===== src/rtl/vga_snake_renderer_if.sv =====
// Pixel-side bundle of the snake renderer: object positions in,
// VGA colour/sync/enable out.
interface vga_snake_renderer_if #(
  parameter int COORD_W = 11,
  parameter int SEG_N   = 20,
  parameter int LEN_W   = 5
);
  logic [COORD_W-1:0]       I_box_x;
  logic [COORD_W-1:0]       I_box_y;
  logic [SEG_N*COORD_W-1:0] I_snake_body_x;
  logic [SEG_N*COORD_W-1:0] I_snake_body_y;
  logic [LEN_W-1:0]         I_snake_len;
  logic [3:0]               O_red;
  logic [3:0]               O_green;
  logic [3:0]               O_blue;
  logic                     O_hs;
  logic                     O_vs;
  logic                     O_de;
  logic                     O_frame_start;

  modport master (
    output I_box_x, I_box_y,
    output I_snake_body_x, I_snake_body_y,
    output I_snake_len,
    input  O_red, O_green, O_blue,
    input  O_hs, O_vs, O_de, O_frame_start
  );

  modport slave (
    input  I_box_x, I_box_y,
    input  I_snake_body_x, I_snake_body_y,
    input  I_snake_len,
    output O_red, O_green, O_blue,
    output O_hs, O_vs, O_de, O_frame_start
  );
endinterface


===== src/rtl/vga_snake_renderer.sv =====
// VGA timing + border/box/snake renderer, 2-cycle registered pipeline.
// Define VGA_HEAD_HILITE_EN to draw the snake head green.
module vga_snake_renderer #(
  parameter int H_SYNC   = 112,
  parameter int H_BACK   = 248,
  parameter int H_ACTIVE = 1280,
  parameter int H_FRONT  = 48,
  parameter int V_SYNC   = 3,
  parameter int V_BACK   = 38,
  parameter int V_ACTIVE = 1024,
  parameter int V_FRONT  = 1,
  parameter int CNT_W    = 12,
  parameter int COORD_W  = 11,
  parameter int SEG_N    = 20,
  parameter int HALF     = 7,
  parameter int BORDER_X = 70,
  parameter int BORDER_Y = 62,
  parameter int LEN_W    = 5
) (
  input logic I_clk,
  input logic I_rst_n,
  vga_snake_renderer_if.slave bus
);
  localparam int H_TOT = H_SYNC + H_BACK + H_ACTIVE + H_FRONT;
  localparam int V_TOT = V_SYNC + V_BACK + V_ACTIVE + V_FRONT;
  localparam int H_ST  = H_SYNC + H_BACK;
  localparam int V_ST  = V_SYNC + V_BACK;
  localparam int XW    = CNT_W + 1;

  typedef enum logic [2:0] {
    C_BLACK,
    C_BORDER,
    C_BOX,
    C_HEAD,
    C_BODY
  } col_e;

  logic [CNT_W-1:0] h_cnt;
  logic [CNT_W-1:0] v_cnt;
  logic             h_last;
  logic             v_last;

  assign h_last = (h_cnt == CNT_W'(H_TOT - 1));
  assign v_last = (v_cnt == CNT_W'(V_TOT - 1));

  always_ff @(posedge I_clk or negedge I_rst_n) begin
    if (!I_rst_n) begin
      h_cnt <= '0;
      v_cnt <= '0;
    end else if (h_last) begin
      h_cnt <= '0;
      v_cnt <= v_last ? '0 : v_cnt + CNT_W'(1);
    end else begin
      h_cnt <= h_cnt + CNT_W'(1);
    end
  end

  logic             hs0;
  logic             vs0;
  logic             de0;
  logic             fs0;
  logic [CNT_W-1:0] px;
  logic [CNT_W-1:0] py;

  assign hs0 = (h_cnt >= CNT_W'(H_SYNC));
  assign vs0 = (v_cnt >= CNT_W'(V_SYNC));
  assign de0 = (h_cnt >= CNT_W'(H_ST)) &&
               (h_cnt <  CNT_W'(H_ST + H_ACTIVE)) &&
               (v_cnt >= CNT_W'(V_ST)) &&
               (v_cnt <  CNT_W'(V_ST + V_ACTIVE));
  assign fs0 = (h_cnt == '0) && (v_cnt == '0);
  assign px  = h_cnt - CNT_W'(H_ST);
  assign py  = v_cnt - CNT_W'(V_ST);

  // Positions are latched once per frame so updates never tear.
  logic [COORD_W-1:0]       box_xs;
  logic [COORD_W-1:0]       box_ys;
  logic [SEG_N*COORD_W-1:0] seg_xs;
  logic [SEG_N*COORD_W-1:0] seg_ys;
  logic [LEN_W-1:0]         len_s;
  logic [LEN_W-1:0]         len_sat;

  assign len_sat = (bus.I_snake_len > LEN_W'(SEG_N)) ?
                   LEN_W'(SEG_N) : bus.I_snake_len;

  always_ff @(posedge I_clk or negedge I_rst_n) begin
    if (!I_rst_n) begin
      box_xs <= '0;
      box_ys <= '0;
      seg_xs <= '0;
      seg_ys <= '0;
      len_s  <= '0;
    end else if (fs0) begin
      box_xs <= bus.I_box_x;
      box_ys <= bus.I_box_y;
      seg_xs <= bus.I_snake_body_x;
      seg_ys <= bus.I_snake_body_y;
      len_s  <= len_sat;
    end
  end

  function automatic logic hit(
    input logic [CNT_W-1:0]   x,
    input logic [CNT_W-1:0]   y,
    input logic [COORD_W-1:0] cx,
    input logic [COORD_W-1:0] cy
  );
    logic [XW-1:0] ex;
    logic [XW-1:0] ey;
    logic [XW-1:0] ecx;
    logic [XW-1:0] ecy;
    ex  = XW'(x);
    ey  = XW'(y);
    ecx = XW'(cx);
    ecy = XW'(cy);
    return (ex + XW'(HALF) >= ecx) && (ex <= ecx + XW'(HALF)) &&
           (ey + XW'(HALF) >= ecy) && (ey <= ecy + XW'(HALF));
  endfunction

  logic border;
  logic box;
  logic head;
  logic body;
  col_e sel;

  always_comb begin
    border = (px <  CNT_W'(BORDER_X)) ||
             (px >= CNT_W'(H_ACTIVE - BORDER_X)) ||
             (py <  CNT_W'(BORDER_Y)) ||
             (py >= CNT_W'(V_ACTIVE - BORDER_Y));
    box  = hit(px, py, box_xs, box_ys);
    head = 1'b0;
    body = 1'b0;
    for (int k = 0; k < SEG_N; k++) begin
      if (k < int'(len_s) &&
          hit(px, py, seg_xs[k*COORD_W +: COORD_W],
              seg_ys[k*COORD_W +: COORD_W])) begin
`ifdef VGA_HEAD_HILITE_EN
        if (k == 0) head = 1'b1;
        else        body = 1'b1;
`else
        body = 1'b1;
`endif
      end
    end
    sel = C_BLACK;
    if (border)    sel = C_BORDER;
    else if (box)  sel = C_BOX;
    else if (head) sel = C_HEAD;
    else if (body) sel = C_BODY;
  end

  logic hs1;
  logic vs1;
  logic de1;
  logic fs1;
  col_e sel1;

  always_ff @(posedge I_clk or negedge I_rst_n) begin
    if (!I_rst_n) begin
      hs1  <= 1'b1;
      vs1  <= 1'b1;
      de1  <= 1'b0;
      fs1  <= 1'b0;
      sel1 <= C_BLACK;
    end else begin
      hs1  <= hs0;
      vs1  <= vs0;
      de1  <= de0;
      fs1  <= fs0;
      sel1 <= sel;
    end
  end

  logic [11:0] rgb;

  always_comb begin
    rgb = 12'h000;
    if (de1) begin
      unique case (sel1)
        C_BORDER: rgb = 12'hFFF;
        C_BOX:    rgb = 12'hFF0;
        C_HEAD:   rgb = 12'h0F0;
        C_BODY:   rgb = 12'h0FF;
        default:  rgb = 12'h000;
      endcase
    end
  end

  always_ff @(posedge I_clk or negedge I_rst_n) begin
    if (!I_rst_n) begin
      bus.O_hs          <= 1'b1;
      bus.O_vs          <= 1'b1;
      bus.O_de          <= 1'b0;
      bus.O_frame_start <= 1'b0;
      bus.O_red         <= 4'h0;
      bus.O_green       <= 4'h0;
      bus.O_blue        <= 4'h0;
    end else begin
      bus.O_hs          <= hs1;
      bus.O_vs          <= vs1;
      bus.O_de          <= de1;
      bus.O_frame_start <= fs1;
      bus.O_red         <= rgb[11:8];
      bus.O_green       <= rgb[7:4];
      bus.O_blue        <= rgb[3:0];
    end
  end
endmodule

===== src/flat_wrapper.sv =====
// flat-port wrapper written by rule: the top's interface ports become plain ports
module vga_snake_renderer_flat 
#(
  parameter int H_SYNC   = 112,
  parameter int H_BACK   = 248,
  parameter int H_ACTIVE = 1280,
  parameter int H_FRONT  = 48,
  parameter int V_SYNC   = 3,
  parameter int V_BACK   = 38,
  parameter int V_ACTIVE = 1024,
  parameter int V_FRONT  = 1,
  parameter int CNT_W    = 12,
  parameter int COORD_W  = 11,
  parameter int SEG_N    = 20,
  parameter int HALF     = 7,
  parameter int BORDER_X = 70,
  parameter int BORDER_Y = 62,
  parameter int LEN_W    = 5
)
  (I_clk, I_rst_n, bus_I_box_x, bus_I_box_y, bus_I_snake_body_x, bus_I_snake_body_y, bus_I_snake_len, bus_O_red, bus_O_green, bus_O_blue, bus_O_hs, bus_O_vs, bus_O_de, bus_O_frame_start);
  vga_snake_renderer_if #(.COORD_W(COORD_W), .SEG_N(SEG_N), .LEN_W(LEN_W)) bus_i ();
  input logic I_clk;
  input logic I_rst_n;
  input wire logic [$bits(bus_i.I_box_x)-1:0] bus_I_box_x;
  input wire logic [$bits(bus_i.I_box_y)-1:0] bus_I_box_y;
  input wire logic [$bits(bus_i.I_snake_body_x)-1:0] bus_I_snake_body_x;
  input wire logic [$bits(bus_i.I_snake_body_y)-1:0] bus_I_snake_body_y;
  input wire logic [$bits(bus_i.I_snake_len)-1:0] bus_I_snake_len;
  output wire logic [$bits(bus_i.O_red)-1:0] bus_O_red;
  output wire logic [$bits(bus_i.O_green)-1:0] bus_O_green;
  output wire logic [$bits(bus_i.O_blue)-1:0] bus_O_blue;
  output wire logic [$bits(bus_i.O_hs)-1:0] bus_O_hs;
  output wire logic [$bits(bus_i.O_vs)-1:0] bus_O_vs;
  output wire logic [$bits(bus_i.O_de)-1:0] bus_O_de;
  output wire logic [$bits(bus_i.O_frame_start)-1:0] bus_O_frame_start;
  assign bus_i.I_box_x = bus_I_box_x;
  assign bus_i.I_box_y = bus_I_box_y;
  assign bus_i.I_snake_body_x = bus_I_snake_body_x;
  assign bus_i.I_snake_body_y = bus_I_snake_body_y;
  assign bus_i.I_snake_len = bus_I_snake_len;
  assign bus_O_red = bus_i.O_red;
  assign bus_O_green = bus_i.O_green;
  assign bus_O_blue = bus_i.O_blue;
  assign bus_O_hs = bus_i.O_hs;
  assign bus_O_vs = bus_i.O_vs;
  assign bus_O_de = bus_i.O_de;
  assign bus_O_frame_start = bus_i.O_frame_start;
  vga_snake_renderer #(.H_SYNC(H_SYNC), .H_BACK(H_BACK), .H_ACTIVE(H_ACTIVE), .H_FRONT(H_FRONT), .V_SYNC(V_SYNC), .V_BACK(V_BACK), .V_ACTIVE(V_ACTIVE), .V_FRONT(V_FRONT), .CNT_W(CNT_W), .COORD_W(COORD_W), .SEG_N(SEG_N), .HALF(HALF), .BORDER_X(BORDER_X), .BORDER_Y(BORDER_Y), .LEN_W(LEN_W)) u_core (.I_clk(I_clk), .I_rst_n(I_rst_n), .bus(bus_i));
endmodule

===== config.mk =====
export PLATFORM = sky130hd
export DESIGN_NAME = vga_snake_renderer_flat
export DESIGN_NICKNAME = d
export VERILOG_FILES = /design/src/rtl/vga_snake_renderer_if.sv /design/src/rtl/vga_snake_renderer.sv /design/src/flat_wrapper.sv
export SDC_FILE = /design/constraint.sdc
export NUM_CORES = 2
export LEC_CHECK = 0
export BUFFER_PORTS_ARGS = -buffer_cell sky130_fd_sc_hd__buf_2
export CAP_MARGIN = 20
export CORE_MARGIN = 3
export CORE_UTILIZATION = 50
export CTS_BUF_LIST = sky130_fd_sc_hd__clkbuf_2 sky130_fd_sc_hd__clkbuf_4 sky130_fd_sc_hd__clkbuf_8
export DETAILED_ROUTE_END_ITERATION = 12
export PLACE_DENSITY = 0.69
export SKIP_LAST_GASP = 1
export SYNTH_ARGS = -nofsm -noshare
export SYNTH_HDL_FRONTEND = slang
export SYNTH_SLANG_ARGS = --single-unit

===== constraint.sdc =====
create_clock -name I_clk -period 19.55 [get_ports I_clk]
set_input_delay 0.9775 -clock I_clk [delete_from_list [all_inputs] [get_ports I_clk]]
set_output_delay 0.9775 -clock I_clk [all_outputs]
set_load 0.01 [all_outputs]

Word-level counts from Yosys, hierarchy flattened --
Index checks and enable logic that the tools add are counted.
Storage, ports and cells: register bits 514, output and inout port bits 16
Cells by class: $add $sub $neg 48, order comparisons 115, eq/ne operators 6, multiplexer cells 28, reductions and logical operators 92
Operators by type and width (count):
- 13-bit by 11-bit greater-or-equal comparator with 1-bit output | 42
- 12-bit by 13-bit <= comparator with 1-bit output | 42
- 11-bit by 3-bit adder with 12-bit output (second input constant) | 42
- 1-bit logical AND | 87
- 12-bit one-hot mux with 4 select lines | 1
- 4-bit by 5-bit < comparator with 1-bit output (first input constant) | 8
- 12-bit two-way mux | 3
- 12-bit by 3-bit adder with 13-bit output (second input constant) | 2
- 12-bit by 1-bit adder with 12-bit output (second input constant) | 2
- 12-bit by 11-bit == test with 1-bit output (second input constant) | 2
- 12-bit zero test | 2
- 12-bit by 11-bit < comparator with 1-bit output (second input constant) | 2
- 3-bit by 5-bit < comparator with 1-bit output (first input constant) | 4
- 5-bit < comparator (first input constant) | 4
- 1-bit two-way mux | 20
- 12-bit by 10-bit greater-or-equal comparator with 1-bit output (second input constant) | 1
- 12-bit by 11-bit greater-or-equal comparator with 1-bit output (second input constant) | 1
- 12-bit by 2-bit greater-or-equal comparator with 1-bit output (second input constant) | 1
- 12-bit by 6-bit greater-or-equal comparator with 1-bit output (second input constant) | 1
- 12-bit by 7-bit greater-or-equal comparator with 1-bit output (second input constant) | 1
- 12-bit by 9-bit greater-or-equal comparator with 1-bit output (second input constant) | 1
- 12-bit by 6-bit < comparator with 1-bit output (second input constant) | 1
- 12-bit by 7-bit < comparator with 1-bit output (second input constant) | 1
- 12-bit by 6-bit subtractor with 12-bit output (second input constant) | 1
- 10 further kinds | 17

Longest topological paths before layout --
word-level depth 30, depth in mapped cells 21

Least setup slack after synthesis --
Ideal clock, no wire load.
kind reg-to-reg, start reg u_core.v_cnt[0], end reg u_core.sel1[2], library setup time 0.126 ns, arrival time 6.328 ns, slack 13.096 ns, stages on the path, launching flop included 21, buffers on the path 1, period minus slack after synthesis 6.454 ns, cells stage by stage dfrtp_1 -> clkbuf_1 -> inv_1 -> ha_1 -> nor2b_1 -> o21ai_1 -> nor3_1 -> xnor2_1 -> inv_1 -> xnor2_1 -> ha_1 -> o21ai_0 -> a21oi_1 -> o21ai_0 -> a31oi_1 -> or2_2 -> o2111ai_1 -> o2111ai_1 -> a2111oi_0 -> nand4_1 -> o311a_1
On the way: cells in the longest elaborated chain, start to end 29, elaborated cells between the ends (all ways) 133, classes of those cells add/sub: 2; order compare: 44; mux: 23; reduce/logical: 64
Ends and longest elaborated chain:
- start: declaration | RTL line vga_snake_renderer.sv:39 | logic [CNT_W-1:0] v_cnt;
- start signal: assignment | RTL line vga_snake_renderer.sv:52 | v_cnt <= v_last ? '0 : v_cnt + CNT_W'(1);
- 12-bit by 6-bit subtractor with 12-bit output (*) | RTL line vga_snake_renderer.sv:73 | assign py = v_cnt - CNT_W'(V_ST);
- 12-bit by 3-bit adder with 13-bit output | RTL line vga_snake_renderer.sv:117 | (ey + XW'(HALF) >= ecy) && (ey <= ecy + XW'(HALF));
- 13-bit by 11-bit greater-or-equal comparator with 1-bit output | RTL line vga_snake_renderer.sv:117
- 1-bit logical AND | RTL line vga_snake_renderer.sv:116 | return (ex + XW'(HALF) >= ecx) && (ex <= ecx + XW'(HALF)) &&
- 1-bit logical AND | RTL line vga_snake_renderer.sv:117
- 1-bit logical AND | RTL line vga_snake_renderer.sv:135 | if (k < int'(len_s) &&
- 1-bit two-way mux (20 in series) | RTL line vga_snake_renderer.sv:135
- 3-bit two-way mux | RTL line vga_snake_renderer.sv:150 | else if (body) sel = C_BODY;
- 3-bit two-way mux | RTL line vga_snake_renderer.sv:148 | else if (box) sel = C_BOX;
- 3-bit two-way mux (*) | RTL line vga_snake_renderer.sv:147 | if (border) sel = C_BORDER;
- net u_core.sel[2] | RTL line vga_snake_renderer.sv:124 | col_e sel;
- end signal: assignment | RTL line vga_snake_renderer.sv:171 | sel1 <= sel;
- end: declaration | RTL line vga_snake_renderer.sv:157 | col_e sel1;
Mark *: on every way through the listed nets, which the timed path passes. The rest lies on a longest branch. A chain may end at the register's enable or synchronous reset.

Worst setup path in the final report --
start reg u_core.h_cnt[3], end reg u_core.sel1[2]
On the way: cells in the longest elaborated chain, start to end 30, elaborated cells between the ends (all ways) 155, classes of those cells add/sub: 2; order compare: 44; mux: 23; reduce/logical: 86
Ends and longest elaborated chain:
- start: declaration | RTL line vga_snake_renderer.sv:38 | logic [CNT_W-1:0] h_cnt;
- start signal: assignment | RTL line vga_snake_renderer.sv:54 | h_cnt <= h_cnt + CNT_W'(1);
- 12-bit by 9-bit subtractor with 12-bit output (*) | RTL line vga_snake_renderer.sv:72 | assign px = h_cnt - CNT_W'(H_ST);
- 12-bit by 3-bit adder with 13-bit output | RTL line vga_snake_renderer.sv:116
- 13-bit by 11-bit greater-or-equal comparator with 1-bit output | RTL line vga_snake_renderer.sv:116
- 1-bit logical AND (2 in series) | RTL line vga_snake_renderer.sv:116
- 1-bit logical AND | RTL line vga_snake_renderer.sv:117
- 1-bit logical AND | RTL line vga_snake_renderer.sv:135
- 1-bit two-way mux (20 in series) | RTL line vga_snake_renderer.sv:135
- 3-bit two-way mux | RTL line vga_snake_renderer.sv:150
- 3-bit two-way mux | RTL line vga_snake_renderer.sv:148
- 3-bit two-way mux (*) | RTL line vga_snake_renderer.sv:147
- net u_core.sel[2] | RTL line vga_snake_renderer.sv:124
Marked as above.

==> impl_metrics.py <==
metrics = {
    "synthesis": {
        "synth_cell_types": 83,
        "ys_warn_count": 0,
        "synth-edff-count": 0,
        "yosysTopAreaCell": "ha_1",
        "synth-adder-area-share": 0.267,
        "synthTopCellsByArea": "ha_1 27%, dfrtp_1 26%, xnor2_1 7.5%, o21ai_0 5.9%, nand2_1 4.6%",
        "ys_seq_area_frac": 0.264,
        "synth_cells": 5630,
        "synth-compound-area-share": 0.164,
        "synth-main-ff-cell": "dfrtp_1",
        "synthMuxAreaShare": 0.000889,
        "syn_nets": 7122,
        "synth_top_family_by_area": "adder cells",
        "syn_area_per_cell_um2": 8.50,
        "synth-seq-cells": 505,
        "yosysMostFrequentCell": "ha_1",
        "synthSimpleGateAreaFrac": 0.173,
        "ys_top_cells_by_count": "1023 x ha_1, 585 x nand2_1, 562 x o21ai_0",
        "yosys.area.top_type_share": 0.267,
        "synthXorXnorAreaFrac": 0.0790,
        "syn-cell-area_um2": 47900,
        "async_flop_share": 1.00,
    },
    "clocking": {
        "post_cts_buffers": 0,
        "clock-sinks": 505,
        "numCtsBuffers": 96,
        "cts-root-buf": "clkbuf_8",
        "cts_resized": 0,
        "clock_latency_ps": 770,
        "h-tree-depth": 3,
        "cts.clk_slew.worst_paths_ps": 70,
        "cts_tree": "yes",
        "ctsHoldBuffers": 0,
        "clockBufferDepth": 3,
    },
    "worst_setup_path": {
        "path_cells": "clkinv_1, buf_4, ha_1, xor2_1, or4_1, a21oi_1, xor2_4, buf_4, ha_1, and3_1, and3_1, a221oi_1, a21oi_1, o311a_1, a22oi_1, nand4_1, a2111oi_0, nand4_1, o311a_1",
        "crit_buf_inv": 3,
        "worstPathArrival_ps": 7410,
        "path_max_fanout": 21,
        "start_kind": "flop",
        "end_kind": "flop",
        "worstSetupPathType": "flop to flop",
        "worstPathRequired_ps": 20200,
        "crit_slowest_cell": "or4_1",
        "worst_path_largest_cell_delay_ps": 600,
        "cpLargestDelayFamily": "compound AO/OA/AOI/OAI gates",
    },
    "placement": {
        "dpl.hpwl_um": 123000,
        "place_area_um2": 52100,
        "place_ws_ps": 13030,
        "place_congestion": 0.961,
        "io_buffer_count": 484,
    },
    "final_layout": {
        "area_growth_pct": 13.4,
        "final_core_util": 0.576,
        "num-fill-cells": 8650,
        "layout.nets": 7636,
        "drive_above_1_share": 0.126,
        "fin_area_um2": 54300,
    },
    "global_routing": {
        "grt_overflow": 0,
        "grt.total_usage": 0.326,
        "grt_max_degree": 280,
        "antenna_found_initial": 4,
        "grt_pass1_vias": 43500,
        "grt_first_pass_wirelength_um": 251000,
    },
    "sta": {
        "max_slew_margin": 0.259,
        "setup-violations-final": 0,
        "fin_skew_ps": 40.5,
        "post-route-period-util": 0.346,
        "maxSlewViolCount": 0,
        "period_needed_ps": 6760,
        "finalHoldViolations": 0,
        "setup_tns_ps": 0,
        "max_freq_mhz": 148,
        "setup_slack_ps": 12790,
        "worst_slew_pin_slew_ps": 1110,
        "rsz0062_at_grt": "false",
    },
    "die": {
        "io_pins": 485,
        "die_w_um": 315,
        "initial_core_util": 0.508,
        "num_rows": 112,
        "die_h_um": 315,
        "core_area_um2": 94200,
        "dieArea_um2": 99500,
    },
    "routing": {
        "vias": 44500,
        "drt_iter0_drc": 3987,
        "route.detailed.drc": 0,
        "ant_nets": 0,
        "wire_per_inst_um": 22.2,
        "routed_wl_um": 166000,
        "vias_per_cell": 5.95,
        "drtPass1Iterations": 6,
    },
    "power_and_ir_drop": {
        "power_density_nw_per_um2": 52.4,
        "irDropWorstVdd_uv": 44.8,
        "leakagePower_nw": 25.0,
        "power_mw": 2.85,
    },
    "job": {
        "drv_cap": 0,
    },
    "worst_hold_path": {
        "hp-class": "input port to asynchronous set/reset pin",
    },
    "outcome": {
        "outcome": "complete, no violations",
    },
}
-- metal layers --
metal,vias to the layer above,share of wire,track usage
met5,-,0,0
met3,477,0.083,0.0656
met2,1756,0.44,0.514
met4,0,0.065,0.189
li1,21200,-,-
met1,21100,0.41,0.417
-- metrics by stage --
| stage | hold slack (ps) | instances |
|---|---|---|
| final | 155 | 7482 |
| after global routing | 143 | 7479 |
| after CTS | 110 | 7476 |
| after detailed placement | 344 | 7298 |
| after global placement | 338 | 7296 |
| after floorplan | 331 | 5630 |
-- layout by cell type, fill, tap and decap left out, types with 22 or more instances in the layout --
master,netlist,layout
o21ai_0,562,562
and3_1,58,58
a21o_1,80,80
o211ai_1,35,35
or3_1,62,62
o21ai_1,103,103
nand2_1,585,585
clkbuf_8,0,111
nor3_1,173,173
inv_1,503,502
a2111oi_0,38,38
nand3_1,169,169
a21oi_1,249,249
ha_1,1023,1023
nor2b_1,115,115
nor2_1,225,223
clkbuf_4,0,29
buf_2,3,484
o21a_1,53,53
o2111ai_1,23,23
clkinv_2,0,26
dfrtp_1,501,497
nand4_1,141,141
o31ai_1,22,22
buf_4,10,66
xnor2_1,409,395
nand2b_1,61,61
nor4_1,61,60
a211oi_1,48,48
-- logic make-up after synthesis --
family	Yosys count
buffers and inverters	642
adder cells (fa/ha/maj)	1023
XOR/XNOR	428
flip-flops	505
AO/OA/AOI/OAI	1330
multiplexers	4
AND/OR/NAND/NOR	1698
-- final timing paths --
path | from | end | slack (ps) | cells after the start
max | u_core.h_cnt[3]$_DFF_PN0_ | u_core.sel1[2]$_DFF_PN0_ | 12790 | 19
min | I_rst_n | u_core.seg_ys[143]$_DFFE_PN0P_ | 150 | 1
max reg2reg | u_core.h_cnt[3]$_DFF_PN0_ | u_core.sel1[2]$_DFF_PN0_ | 12790 | 19
min reg2reg | u_core.vs1$_DFF_PN1_ | u_core.bus.O_vs$_DFF_PN1_ | 350 | 0
max in group asynchronous | I_rst_n | u_core.seg_ys[6]$_DFFE_PN0P_ | 17320 | 3
min in group I_clk | u_core.vs1$_DFF_PN1_ | u_core.bus.O_vs$_DFF_PN1_ | 350 | 0
-- cell type report --
| class | instances | area [um2] | area share |
|---|---|---|---|
| Antenna cell | 4 | 10.0 | 0.000184 |
| Clock buffer | 139 | 1740 | 0.0320 |
| Clock inverter | 39 | 368 | 0.00678 |
| Inverter | 504 | 1900 | 0.0350 |
| Multi-Input combinational cell | 4483 | 33100 | 0.609 |
| Sequential cell | 505 | 12600 | 0.233 |
| Tap cell | 1254 | 1570 | 0.0289 |
| Timing Repair Buffer | 554 | 2960 | 0.0546 |
-- flip-flops by register name (all words and copies together), names as in the netlist, 3 cells and up --
name	count
u_core.box_xs	11
u_core.box_ys	11
u_core.h_cnt	12
u_core.len_s	5
u_core.seg_xs	220
u_core.seg_ys	220
u_core.sel1	3
u_core.v_cnt	12
-- where the power goes --
part,switching [mW],internal (mW),total [mW]
clock network,0.520,0.653,1.17
logic,0.296,0.235,0.532
registers,0.0447,1.10,1.14
total,0.861,1.98,2.85
No activity file was read; power rests on OpenSTA's default activity.
